**config.mk**
```make
export PLATFORM = sky130hd
export DESIGN_NAME = led_chaser_gen2
export DESIGN_NICKNAME = d
export VERILOG_FILES = /design/src/rtl/led_chaser_gen2_pkg.sv /design/src/rtl/led_chaser_gen2_tick_prescaler.sv /design/src/rtl/led_chaser_gen2.sv
export SDC_FILE = /design/constraint.sdc
export NUM_CORES = 1
export LEC_CHECK = 0
export CAP_MARGIN = 20
export CORE_ASPECT_RATIO = 0.75
export CORE_MARGIN = 2
export CORE_UTILIZATION = 30
export CTS_CLUSTER_DIAMETER = 120
export DETAILED_ROUTE_END_ITERATION = 16
export PLACE_DENSITY = 0.54
export SYNTH_ARGS = -nofsm -noshare
export SYNTH_HDL_FRONTEND = slang
export SYNTH_SLANG_ARGS = --single-unit
```
**constraint.sdc**
```tcl
create_clock -name clk -period 3.9 [get_ports clk]
set_clock_uncertainty 0.2 [all_clocks]
set_input_delay 0.78 -clock clk [delete_from_list [all_inputs] [get_ports clk]]
set_output_delay 0.78 -clock clk [all_outputs]
set_load 0.01 [all_outputs]
```
**src/rtl/led_chaser_gen2_pkg.sv**
```systemverilog
// Shared types and helpers for the LED chaser and its tick prescaler.
// Latency: n/a (declarations only).
// Backpressure: n/a.
package led_chaser_pkg;

  // Chaser control states
  typedef enum logic [1:0] {
    IDLE  = 2'd0,
    START = 2'd1,
    RUN   = 2'd2
  } state_e;

  // Width of the step input (0 = hold, 1..3 positions per tick)
  localparam int STEP_W  = 2;
  // Width of the speed input (rate = BASE_HZ << speed)
  localparam int SPEED_W = 2;

  // Out-of-range origins snap to the last LED
  function automatic int unsigned clamp_start(input int unsigned p, input int unsigned n);
    return (p >= n) ? (n - 1) : p;
  endfunction

endpackage

```
**src/rtl/led_chaser_gen2_tick_prescaler.sv**
```systemverilog
// Tick prescaler: one-cycle strobe every (CLK_HZ/BASE_HZ)>>speed enabled cycles (minimum 1).
// Latency: tick is combinational from the count register; clr zeroes the count on the next edge.
// Backpressure: en=0 freezes the count; clr suppresses the strobe in its cycle.
module tick_prescaler
  import led_chaser_pkg::*;
#(
  parameter int unsigned CLK_HZ  = 100_000_000,
  parameter int unsigned BASE_HZ = 1
) (
  input  logic               clk,
  input  logic               rst_n,
  input  logic               en,
  input  logic               clr,
  input  logic [SPEED_W-1:0] speed,
  output logic               tick
);

  localparam int unsigned BASE_DIV = ((CLK_HZ / BASE_HZ) > 0) ? (CLK_HZ / BASE_HZ) : 1;
  localparam int          CNT_W    = (BASE_DIV > 1) ? $clog2(BASE_DIV) : 1;

  logic [31:0]      div_full;
  logic [CNT_W-1:0] div_m1;
  logic [CNT_W-1:0] cnt_q, cnt_d;

  // Terminal count for the current speed; never lets the divider reach zero
  always_comb begin
    div_full = BASE_DIV >> speed;
    if (div_full == 32'd0) begin
      div_full = 32'd1;
    end
    div_m1 = CNT_W'(div_full - 32'd1);
  end

  // >= rather than == so a speed increase mid-count wraps immediately
  assign tick = en && !clr && (cnt_q >= div_m1);

  // Count 0..DIV-1 while enabled, hold otherwise, restart on clr
  always_comb begin
    cnt_d = cnt_q;
    if (clr) begin
      cnt_d = '0;
    end else if (en) begin
      cnt_d = (cnt_q >= div_m1) ? '0 : cnt_q + CNT_W'(1);
    end
  end

  // Count register
  always_ff @(posedge clk or negedge rst_n) begin
    if (!rst_n) begin
      cnt_q <= '0;
    end else begin
      cnt_q <= cnt_d;
    end
  end

endmodule

```
**src/rtl/led_chaser_gen2.sv**
```systemverilog
// LED chaser: cursor advances by step on each prescaler tick, trail accumulates until a lap completes.
// Latency: position/lap_done update on the tick edge; led follows one cycle later. Optional ping-pong via LED_CHASER_BOUNCE_EN.
// Backpressure: run=0 freezes pattern and prescaler; load restarts from START and drops a coincident tick.
module led_chaser_gen2
  import led_chaser_pkg::*;
#(
  parameter  int unsigned N_LED   = 16,
  parameter  int unsigned CLK_HZ  = 100_000_000,
  parameter  int unsigned BASE_HZ = 1,
  localparam int          POS_W   = $clog2(N_LED)
) (
  input  logic               clk,
  input  logic               rst_n,
  input  logic               run,
  input  logic               load,
  input  logic [POS_W-1:0]   start_pos,
  input  logic [STEP_W-1:0]  step,
  input  logic               dir,
  input  logic [SPEED_W-1:0] speed,
  input  logic               light_mode,
  input  logic               bounce,
  output logic [N_LED-1:0]   led,
  output logic [POS_W-1:0]   position,
  output logic               lap_done,
  output logic               tick
);

  // Arithmetic width holds pos + 2*N_LED; distance width holds dist + max step
  localparam int               AW       = POS_W + 3;
  localparam int               DW       = POS_W + 2;
  localparam logic [AW-1:0]    N_A      = AW'(N_LED);
  localparam logic [DW-1:0]    N_D      = DW'(N_LED);
  localparam logic [N_LED-1:0] ONE_HOT0 = N_LED'(1);

  state_e           state_q, state_d;
  logic [N_LED-1:0] mask_q, mask_d;
  logic [N_LED-1:0] led_q;
  logic [POS_W-1:0] pos_q, pos_d;
  logic [DW-1:0]    dist_q, dist_d;
  logic             lap_q, lap_d;

  logic             presc_en, tick_w, do_start, do_step;
  logic [POS_W-1:0] start_clamped;

  // Wrap-mode step result
  logic [AW-1:0]    w_raw;
  logic [POS_W-1:0] w_pos;
  logic [N_LED-1:0] w_mask;
  logic [DW-1:0]    w_dist;
  logic             w_lap;

  assign start_clamped = POS_W'(clamp_start(32'(start_pos), N_LED));

  tick_prescaler #(
    .CLK_HZ  (CLK_HZ),
    .BASE_HZ (BASE_HZ)
  ) u_prescaler (
    .clk   (clk),
    .rst_n (rst_n),
    .en    (presc_en),
    .clr   (load),
    .speed (speed),
    .tick  (tick_w)
  );

  // FSM state register
  always_ff @(posedge clk or negedge rst_n) begin
    if (!rst_n) begin
      state_q <= IDLE;
    end else begin
      state_q <= state_d;
    end
  end

  // FSM next state: load from anywhere restarts; run kicks IDLE into START
  always_comb begin
    state_d = state_q;
    if (load) begin
      state_d = START;
    end else begin
      case (state_q)
        IDLE:    state_d = run ? START : IDLE;
        START:   state_d = RUN;
        RUN:     state_d = RUN;
        default: state_d = IDLE;
      endcase
    end
  end

  // FSM outputs: prescaler enable and datapath strobes
  always_comb begin
    presc_en = run && (state_q != IDLE);
    do_start = (state_q == START);
    do_step  = (state_q == RUN) && tick_w && !load && (step != '0);
  end

  // Modulo step via bounded compare/subtract; 2*N_LED bias keeps the down case non-negative even for N_LED < step
  always_comb begin
    w_raw = dir ? (AW'(pos_q) + N_A + N_A - AW'(step)) : (AW'(pos_q) + AW'(step));
    if (w_raw >= N_A) w_raw = w_raw - N_A;
    if (w_raw >= N_A) w_raw = w_raw - N_A;
    w_pos  = POS_W'(w_raw);
    w_mask = mask_q | (ONE_HOT0 << w_pos);
    w_dist = dist_q + DW'(step);
    w_lap  = 1'b0;
    if (w_dist >= N_D) begin
      w_lap  = 1'b1;
      w_mask = ONE_HOT0 << w_pos;
      w_dist = w_dist - N_D;
      // Second subtract only matters for tiny N_LED where step can exceed the lap length
      if (w_dist >= N_D) w_dist = w_dist - N_D;
    end
  end

`ifdef LED_CHASER_BOUNCE_EN
  localparam logic signed [AW:0] LAST_S     = (AW+1)'(N_LED - 1);
  localparam logic signed [AW:0] TWO_LAST_S = (AW+1)'(2 * (N_LED - 1));

  logic                dir_q, dir_d;
  logic signed [AW:0]  b_raw, b_ref;
  logic [POS_W-1:0]    b_pos;
  logic                b_flip, b_lap;

  // Reflect overshoot off either end; the low-end reflection closes a lap
  always_comb begin
    b_flip = 1'b0;
    b_lap  = 1'b0;
    b_raw  = dir_q ? ($signed((AW+1)'(pos_q)) - $signed((AW+1)'(step)))
                   : ($signed((AW+1)'(pos_q)) + $signed((AW+1)'(step)));
    b_ref  = b_raw;
    if (!dir_q && (b_raw > LAST_S)) begin
      b_ref  = TWO_LAST_S - b_raw;
      b_flip = 1'b1;
    end else if (dir_q && b_raw[AW]) begin
      b_ref  = -b_raw;
      b_flip = 1'b1;
      b_lap  = 1'b1;
    end
    // Large steps on very short strips could still land outside; pin to the ends
    if (b_ref[AW]) begin
      b_ref = '0;
    end else if (b_ref > LAST_S) begin
      b_ref = LAST_S;
    end
    b_pos = POS_W'(b_ref);
  end

  // Ping-pong direction, sampled from dir at START
  always_ff @(posedge clk or negedge rst_n) begin
    if (!rst_n) begin
      dir_q <= 1'b0;
    end else begin
      dir_q <= dir_d;
    end
  end
`else
  logic unused_bounce;
  assign unused_bounce = bounce;
`endif

  // Datapath next state: START seeds the origin, a tick moves the cursor
  always_comb begin
    pos_d  = pos_q;
    mask_d = mask_q;
    dist_d = dist_q;
    lap_d  = 1'b0;
`ifdef LED_CHASER_BOUNCE_EN
    dir_d  = dir_q;
`endif
    if (do_start) begin
      pos_d  = start_clamped;
      mask_d = ONE_HOT0 << start_clamped;
      dist_d = '0;
`ifdef LED_CHASER_BOUNCE_EN
      dir_d  = dir;
`endif
    end else if (do_step) begin
`ifdef LED_CHASER_BOUNCE_EN
      if (bounce) begin
        pos_d  = b_pos;
        lap_d  = b_lap;
        mask_d = b_lap ? (ONE_HOT0 << b_pos) : (mask_q | (ONE_HOT0 << b_pos));
        if (b_flip) dir_d = ~dir_q;
      end else begin
        pos_d  = w_pos;
        mask_d = w_mask;
        dist_d = w_dist;
        lap_d  = w_lap;
      end
`else
      pos_d  = w_pos;
      mask_d = w_mask;
      dist_d = w_dist;
      lap_d  = w_lap;
`endif
    end
  end

  // Pattern registers; led is the polarity-adjusted mask one cycle later
  always_ff @(posedge clk or negedge rst_n) begin
    if (!rst_n) begin
      pos_q  <= '0;
      mask_q <= '0;
      dist_q <= '0;
      lap_q  <= 1'b0;
      led_q  <= '0;
    end else begin
      pos_q  <= pos_d;
      mask_q <= mask_d;
      dist_q <= dist_d;
      lap_q  <= lap_d;
      led_q  <= mask_q ^ {N_LED{light_mode}};
    end
  end

  assign led      = led_q;
  assign position = pos_q;
  assign lap_done = lap_q;
  assign tick     = tick_w;

endmodule

```
==> flow_metrics.env <==
export IMPL_run_status="completed"
export IMPL_placed_area_um2=5430
export IMPL_hold_viol=0
export IMPL_synth_area_per_cell_um2=9.47
export IMPL_synth_cell_types=59
export IMPL_setup_violations=0
export IMPL_die_width_um=146
export IMPL_cp_max_fo=6
export IMPL_area_growth_pct=26.8
export IMPL_syn_area_um2=4570
export IMPL_endpoint="tick"
export IMPL_globalRouteTotalUtil_pct=15.9
export IMPL_drtIter0Drc=317
export IMPL_std_cell_rows=39
export IMPL_period_minus_slack_ns=3.79
export IMPL_clock_latency_ns=0.35
export IMPL_power_density_nw_per_um2=430
export IMPL_worst_setup_path_type="primary input to output pin"
export IMPL_leakage_nw=2.58
export IMPL_r2r_end="u_prescaler.cnt_q[18]"
export IMPL_r2r_cells=10
export IMPL_cp_start_kind="primary input"
export IMPL_holdWs_ns=0.283
export IMPL_core_um2=15100
export IMPL_drive_gt1_share_pct=15.0
export IMPL_finish_utilization_pct=38.4
export IMPL_cap_violations=0
export IMPL_grt_pass1_vias=3835
export IMPL_final_cell_area_um2=5790
export IMPL_via_per_inst=5.21
export IMPL_grt_start_max_net_pins=73
export IMPL_tritoncts="built"
export IMPL_antenna_cells=0
export IMPL_yosysSeqAreaShare_pct=39.5
export IMPL_setup_ws_ns=0.111
export IMPL_hpwl_mm=9.08
export IMPL_htreeDepth=3
export IMPL_maxSlewViolCount=0
export IMPL_drtAntennaViolNets=0
export IMPL_holdBufCountCts=0
export IMPL_dr_total_vias=3986
export IMPL_rsz0062_at_grt="false"
export IMPL_finish_net_count=605
export IMPL_synth_seq_cells=72
export IMPL_period_share_pct=97.2
export IMPL_port_buffer_count=35
export IMPL_rrSetupSlack_ns=1.01
export IMPL_dr_pass1_iters=5
export IMPL_hold_class="flop to flop"
export IMPL_worstPathRequired_ns=2.92
export IMPL_wl_per_cell_um=16.0
export IMPL_die_h_um=111
export IMPL_postCtsSetupRepairBufs=0
export IMPL_start_util_pct=30.3
export IMPL_cts_root_buffer="clkbuf_16"
export IMPL_cts_sinks=72
export IMPL_syn_inst=482
export IMPL_drcViolationCount=0
export IMPL_crit_start="speed[0]"
export IMPL_synth_ff_type="dfrtp_1"
export IMPL_wl_mm=12.2
export IMPL_worstSetupEndpointType="output pin"
export IMPL_max_slew_margin_pct=36.9
export IMPL_r2r_start="u_prescaler.cnt_q[23]"
export IMPL_grt_first_pass_wirelength_mm=20.4
export IMPL_final_common_cell="dfrtp_1"
export IMPL_cts_inserted_buffers=9
export IMPL_power_mw=2.49
export IMPL_post_place_ws_ns=-0.695
export IMPL_place_gp_congestion=0.853
export IMPL_worstMarginPinSlew_ns=0.946
export IMPL_ys_async_sr_fraction_pct=100
export IMPL_max_freq_mhz=264
export IMPL_peakVddDrop_mv=0.275
export IMPL_dieArea_um2=16200
export IMPL_cp_arrival_ns=2.81
export IMPL_synth_warning_count=0
export IMPL_multi_input_area_um2=2620
export IMPL_io_pins=37
export IMPL_num_fill_cells=1495
export IMPL_cts_max_path_buffers=2
export IMPL_grt_overflow=0
export IMPL_final_cell_mix="72 x dfrtp_1, 54 x nand2_1, 40 x buf_4, 32 x ha_1, 31 x clkdlybuf4s50_1"
export IMPL_antenna_found_initial=0
export IMPL_clk_pin_slew_worst_paths_ns=0.06
export IMPL_ff_latch_area_um2=1800
export IMPL_synth_edf_count=0
-- worst min-delay path by stage --
stage                     startpoint  endpoint  slack [ns]  cells past startpoint
after floorplan            mask_q[0]    led[0]        0.26                      1
after global placement    mask_q[13]   led[13]        0.28                      1
after detailed placement  mask_q[11]   led[11]        0.28                      1
after CTS                 mask_q[11]   led[11]        0.29                      1
after global routing      mask_q[11]   led[11]        0.31                      1
final                     mask_q[11]   led[11]        0.28                      1
-- layer usage --
metal  vias up  wire (um)  track usage, %
met5         -          0               0
met4         0        160            4.98
met3        12        713            3.70
met2       101       5020            21.8
met1      1941       6360            24.4
li1       1932          -               -
-- timing repair --
action | in CTS | in global routing
resized for setup | 11 | 3
endpoints found under the setup margin | 1 | 1
pin swaps | 3 | 1
-- kinds of logic after synthesis --
kind of cell             count (synthesis)  share of synthesized area, %
AO/OA/AOI/OAI                          133                          21.3
XOR/XNOR                                21                          4.03
adder cells (fa/ha/maj)                 35                          10.1
buffers and inverters                   40                          3.75
flip-flops                              72                          39.5
multiplexers                             9                          2.06
other                                    2                         0.164
AND/OR/NAND/NOR                        170                          19.1
-- sequential cells by signal (all words and copies together) (netlist names) --
name / count
mask_q: 16
lap_done: 1
led: 16
u_prescaler.cnt_q: 27
position: 4
dist_q: 6
state_q: 2
-- worst max-delay path, stage by stage --
cell and delay (ns):
clkdlybuf4s15_2 0.24, inv_1 0.07, nand2_1 0.08, inv_1 0.07, ha_1 0.31, buf_4 0.15, a21o_1 0.17, a221oi_2 0.30
o221a_4 0.25, and3_4 0.20, nor2_2 0.05, buf_2 0.13
-- per-stage QoR --
stage / std cells / setup TNS, ns
6_report: 765 / 0
5_1_grt: 765 / 0
4_1_cts: 765 / 0
3_5_place_dp: 749 / -2.03
3_3_place_gp: 749 / -0.842
2_1_floorplan: 483 / 0
-- Yosys cell counts (12+ instances only) --
cell / instances / area, um^2
dfrtp_1: 72 / 1800
nand2_1: 54 / 203
ha_1: 32 / 400
nor2_1: 26 / 97.6
o21ai_0: 26 / 130
inv_1: 25 / 93.8
a21oi_1: 24 / 120
xor2_1: 18 / 158
o211ai_1: 17 / 128
a32oi_1: 16 / 140
nand3_1: 14 / 70.1
nor3_1: 14 / 70.1
a31oi_1: 12 / 75.1
-- power by group --
group / switching [mW] / total, mW / internal [mW] / leakage (nW)
combinational: 0.301 / 0.570 / 0.269 / 1.46
clock: 0.361 / 0.995 / 0.634 / 0.171
sequential: 0.0755 / 0.925 / 0.850 / 0.946
total: 0.737 / 2.49 / 1.75 / 2.58
-- layout make-up --
type,instances,area share [%]
Clock buffer,9,3.89
Multi-Input combinational cell,371,45.2
Tap cell,205,4.43
Timing Repair Buffer,76,11.6
Inverter,25,1.62
Sequential cell,72,31.1
Clock inverter,7,2.16
(Power assumes the default switching activity.)
